$ cat src/rtl/fifo_stream_reader.sv
// ----------------------------------------------------------------------------
// fifo_stream_reader
//
// Read-side stage that sits after the FIFO address controller and its
// synchronous-read RAM. It issues pops into the controller, absorbs the RAM's
// one-cycle read latency, and presents the words as a valid/ready stream with
// a packet-boundary flag.
//
// A 3-entry output buffer gives full throughput. New pops are granted against
// a credit of (buffered + in flight) < 3. The credit never depends on m_ready,
// so there is no combinational path from the stream side back to the FIFO.
//
// Parameters
//   DATA_WIDTH        width of one FIFO word
//   PKT_LEN           words per packet (>= 1); m_last marks every PKT_LEN-th
//                     accepted word
//
// Ports
//   clk               rising-edge clock
//   reset             asynchronous, active-high; clears all state
//   enable            permits new pops; in-flight and buffered words still drain
//   fifo_empty        FIFO controller empty flag
//   fifo_read_enable  pop request to the FIFO controller (each one is a real pop)
//   fifo_rdata        RAM read data, valid the cycle after a pop
//   m_valid           output word valid
//   m_ready           downstream accept
//   m_data            output word (head of the buffer)
//   m_last            last word of the current packet
//   busy              a pop is in flight or the buffer holds data
// ----------------------------------------------------------------------------
module fifo_stream_reader #(
   parameter int DATA_WIDTH = 16,
   parameter int PKT_LEN    = 8
) (
   input  logic                  clk,
   input  logic                  reset,
   input  logic                  enable,
   input  logic                  fifo_empty,
   output logic                  fifo_read_enable,
   input  logic [DATA_WIDTH-1:0] fifo_rdata,
   output logic                  m_valid,
   input  logic                  m_ready,
   output logic [DATA_WIDTH-1:0] m_data,
   output logic                  m_last,
   output logic                  busy
);

   localparam int               CNT_W    = (PKT_LEN > 1) ? $clog2(PKT_LEN) : 1;
   localparam logic [CNT_W-1:0] LAST_CNT = CNT_W'(PKT_LEN - 1);

   logic [DATA_WIDTH-1:0] ob_mem [3];
   logic [1:0]            head;
   logic [1:0]            tail;
   logic [1:0]            occ;
   logic                  inflight;
   logic [CNT_W-1:0]      pkt_cnt;
   logic [2:0]            credit_used;
   logic                  xfer;

   // Circular pointer over three entries.
   function automatic logic [1:0] ptr_inc(input logic [1:0] p);
      return (p == 2'd2) ? 2'd0 : p + 2'd1;
   endfunction

   function automatic logic [CNT_W-1:0] cnt_inc(input logic [CNT_W-1:0] c);
      return (c == LAST_CNT) ? '0 : c + CNT_W'(1);
   endfunction

   // Pop grant: the in-flight word already owns a buffer slot, so counting
   // it here is what makes buffer overflow impossible.
   assign credit_used      = {1'b0, occ} + {2'b00, inflight};
   assign fifo_read_enable = enable & ~fifo_empty & (credit_used < 3'd3) & ~reset;

   assign m_valid = (occ != 2'd0);
   assign m_data  = ob_mem[head];
   assign m_last  = m_valid & (pkt_cnt == LAST_CNT);
   assign busy    = inflight | m_valid;
   assign xfer    = m_valid & m_ready;

   always_ff @(posedge clk or posedge reset) begin
      if (reset) begin
         inflight <= 1'b0;
         occ      <= 2'd0;
         head     <= 2'd0;
         tail     <= 2'd0;
         pkt_cnt  <= '0;
         for (int i = 0; i < 3; i++) begin
            ob_mem[i] <= '0;
         end
      end else begin
         // Pop issued this cycle: RAM data appears next cycle.
         inflight <= fifo_read_enable;

         // RAM data for last cycle's pop lands at the tail.
         if (inflight) begin
            ob_mem[tail] <= fifo_rdata;
            tail         <= ptr_inc(tail);
         end

         // Stream transfer retires the head entry.
         if (xfer) begin
            head    <= ptr_inc(head);
            pkt_cnt <= cnt_inc(pkt_cnt);
         end

         // Arrival and transfer in the same cycle leave occupancy unchanged.
         case ({inflight, xfer})
            2'b10:   occ <= occ + 2'd1;
            2'b01:   occ <= occ - 2'd1;
            default: occ <= occ;
         endcase
      end
   end

endmodule

$ cat config.mk
export PLATFORM = sky130hd
export DESIGN_NAME = fifo_stream_reader
export DESIGN_NICKNAME = d
export VERILOG_FILES = /design/src/rtl/fifo_stream_reader.sv
export SDC_FILE = /design/constraint.sdc
export NUM_CORES = 1
export LEC_CHECK = 0
export CAP_MARGIN = 20
export CORE_AREA = 3 3 107 58
export DETAILED_ROUTE_END_ITERATION = 10
export DIE_AREA = 0 0 110 61
export GPL_TIMING_DRIVEN = 0
export PLACE_DENSITY = 0.74
export SYNTH_ARGS = -nofsm -noshare
export SYNTH_HDL_FRONTEND = slang
export SYNTH_SLANG_ARGS = --single-unit
$ cat constraint.sdc
create_clock -name clk -period 2.5 [get_ports clk]
set_clock_uncertainty 0.05 [all_clocks]
set_input_delay 0.5 -clock clk [delete_from_list [all_inputs] [get_ports clk]]
set_output_delay 0.5 -clock clk [all_outputs]
set_load 0.03 [all_outputs]
==> results.md <==
* Status: finished with violations
* Failing checks: negative setup slack
* Synth Instances at 198
* Final Hold Vio Count at 0
* Tightest Pin Transition at 0.6296 ns
* Clock Path Buffers at 2
* Final cell utilization of the core at 0.6323
* Critical Path RT at roughly 2.0 ns
* Final GP Congestion at between 0.7 and 0.8
* Wirelength, routed at approximately 5400 um
* Net switching power at 1.780 mW
* Share of cells above drive strength 1 at 0.3594
* Routing usage on met1 at 0.2290
* CTS tree: yes
* Post-Synthesis Cell Area at 0.002651 mm2
* Io pins at between 40 and 50
* Layout area overhead at 27.56%
* Via count at 1,741
* Tightest Hold Check Type: reg2reg
* Largest net degree at the start of global routing at 44
* Final setup TNS at -0.004134 ns
* Residual DRC at 0
* Clock-pin slew on the worst setup and hold paths at around 0.060 ns
* RSZ-0062 raised after global routing: yes
* Total CTS buffers at 9
* Combinational Power Share at 0.467
* DR vias/cell at around 5.3
* Initial antenna violation count at 0
* Die H at ~61 um
* CTS H-Tree Depth at 3
* Die Width at around 110 um
* FFs w/ async S/R, synth at 1.000
* Crit path capture type: output port
* Final period util at 1.002
* Worst setup path category: reg2out
* Initial Util at 0.4957
* HPWL after detailed placement at approximately 3600 um
* Switching share of power at 0.3811
* Syn_nets at approximately 220
* GRT busiest layer: met2
* YS warnings at 0
* Met3 Track Usage GR at 0.04888
* GR Util All Layers at 0.1774
* Synth area leader: dfrtp_1
* CP max FO at 5
* Setup violators final at 1
* Clock sinks at 58
* WL/cell at between 15 and 20 um
* Core footprint at ~0.0053 mm2
* Final net count at approximately 280
* Post-DRT Antenna Nets at 0
* Hold buffers post-CTS at 0
* Root Buffer Master: clkbuf_8
* Drt first-iter violations at 86
* Flops & latches, synth at between 50 and 60
* Arrival time worst endpoint at approximately 2.0 ns
* Period minus WS final at roughly 2.5 ns
* Cell variety after synth at 29
* FILL cells at between 400 and 500
* Most common flop cell mapped by yosys: dfrtp_1
* Final worst slack at -0.004134 ns
* Max Fclk at 0.3993 GHz
* Pre-antenna DRT Iters at 4
* Pleak at approximately 1.6 nW
* Row Count at 19
* Antenna fix cells at 0
* Mapped Avg Cell Area at 13.39 um2
* Grt ovf at 0
* Max-slew violations at 0
* Register area at ~0.0015 mm2
* Seq/Total Area, Yosys at 0.5474
* Reg power frac at 0.360
* Area of the multi-input gates at ~0.0012 mm2
* Maxcap violations at 0
* Post-synth EDFFs at 0
* VDD IR-drop max at 0.6785 mV
* Vias in the first global route at between 1.5k and 2k
* Number of port buffers at 40
* Critical Path Start Type: register
* P per Cell Area at roughly 1400 mW/mm2
* Wire length of the first global-routing pass at between 8000 and 9000 um
* Clock share of power at 0.173
* Synth top area cells: dfrtp_1 (55%), mux2_2 (17%), mux2i_1 (6.0%), mux2_4 (5.7%), o22ai_1 (2.6%)
* Clock latency on the worst-skew pair at approximately 0.33 ns
* Max_slew headroom at 0.5775
* Share of Yosys cell area claimed by the top area cell type at 0.5474
* Int Power at between 2 and 3 mW
* Grt met2 use at 0.3026
* DIE AREA at 0.006710 mm2
-- sequential cells by signal, summed over array words and instances, names as in the netlist --
signal    count
occ           2
inflight      1
head          2
pkt_cnt       3
tail          2
ob_mem       48
-- final cells by class --
type                    count  area share
plain buffers              10     0.01813
clock buffers              13     0.05290
clock inverters             2    0.002960
inverters                   4    0.004440
multi-input cells         126      0.3407
flip-flops and latches     58      0.4295
well taps                  73     0.02701
repair buffers             43      0.1243
-- worst max-delay path, cell delays in order, from the launching register on --
cell,delay [ns]
dfrtp_1,0.43
ha_2,0.19
ha_1,0.18
or4b_4,0.53
a21oi_4,0.14
buf_6,0.14
-- metrics by stage --
| stage | hold slack (ns) | area, um2 | setup slack (ns) | instances | power [mW] |
|---|---|---|---|---|---|
| CTS | 0.4501 | 3364 | -0.04542 | 327 | 4.703 |
| global route | 0.4661 | 3382 | -0.06617 | 329 | 4.965 |
| floorplan | 0.4038 | 2651 | 0.01722 | 198 | 3.183 |
| detailed placement | 0.4359 | 3163 | -0.5176 | 312 | 3.959 |
| finish | 0.4440 | 3382 | -0.004134 | 329 | 4.671 |
| global placement | 0.4217 | 3143 | -0.4623 | 311 | 3.864 |
-- cell usage in the layout (no fill, tap or decap), drive strengths merged, types with 2 or more instances in the layout --
| master | count |
|---|---|
| buf | 9 |
| ha | 5 |
| mux2i | 16 |
| or3 | 2 |
| clkdlybuf4s50 | 22 |
| xnor2 | 2 |
| clkbuf | 22 |
| nand2 | 17 |
| o21ai | 8 |
| clkinv | 2 |
| nor3 | 3 |
| dlymetal6s2s | 5 |
| inv | 4 |
| a21o | 3 |
| dlygate4sd2 | 7 |
| o22ai | 11 |
| mux2 | 50 |
| dfrtp | 58 |
-- cells by family (layout without fill, tap and decap cells) --
group / after synthesis / count (layout) / synth area share
flops: 58 / 58 / 0.5474
buf+inv: 14 / 72 / 0.02548
xor+xnor: 3 / 3 / 0.009912
fa+ha+maj: 5 / 5 / 0.02360
mux: 66 / 66 / 0.2869
simple gates: 29 / 29 / 0.05522
compound gates: 23 / 23 / 0.05144
-- metal layers --
metal	part of all wire	wire length [um]	vias up
met5	0	0	-
met4	0.0042	23	0
met3	0.055	297	3
met2	0.49	2673	50
met1	0.45	2429	874
li1	-	-	814
-- power by group through the flow --
| stage | registers [mW] | clock network, mW | logic [mW] |
|---|---|---|---|
| floorplan | 1.62 | 0 | 1.57 |
| global placement | 1.66 | 0 | 2.21 |
| detailed placement | 1.69 | 0 | 2.26 |
| CTS | 1.68 | 0.830 | 2.19 |
| global route | 1.75 | 0.874 | 2.34 |
| finish | 1.68 | 0.809 | 2.18 |
-- synth_stat cells (all sizes together), types with 2 or more instances --
library cell	number
dfrtp	58
o21ai	8
buf	5
ha	5
inv	4
or3	2
mux2	50
nor3	3
a21o	3
o22ai	11
mux2i	16
nand2	17
xnor2	2
clkbuf	5
-- final timing paths --
kind | depth (start not counted) | to | slack [ns] | from
max in group asynchronous | 3 | occ[0] | 1.38 | reset
worst max-delay path | 5 | fifo_read_enable | -0.004 | inflight
min in group asynchronous | 2 | ob_mem[31] | 0.47 | reset
worst max register to register | 6 | occ[1] | 0.56 | occ[0]
worst min register to register | 2 | pkt_cnt[1] | 0.44 | pkt_cnt[1]
worst min-delay path | 2 | pkt_cnt[1] | 0.44 | pkt_cnt[1]
-- timing repair --
item / 4_1_cts / 5_1_grt
setup endpoints to repair: 17 / 10
resized for setup: 29 / 17
buffers inserted: 0 / 2
Power figures use the tool's default switching activity.
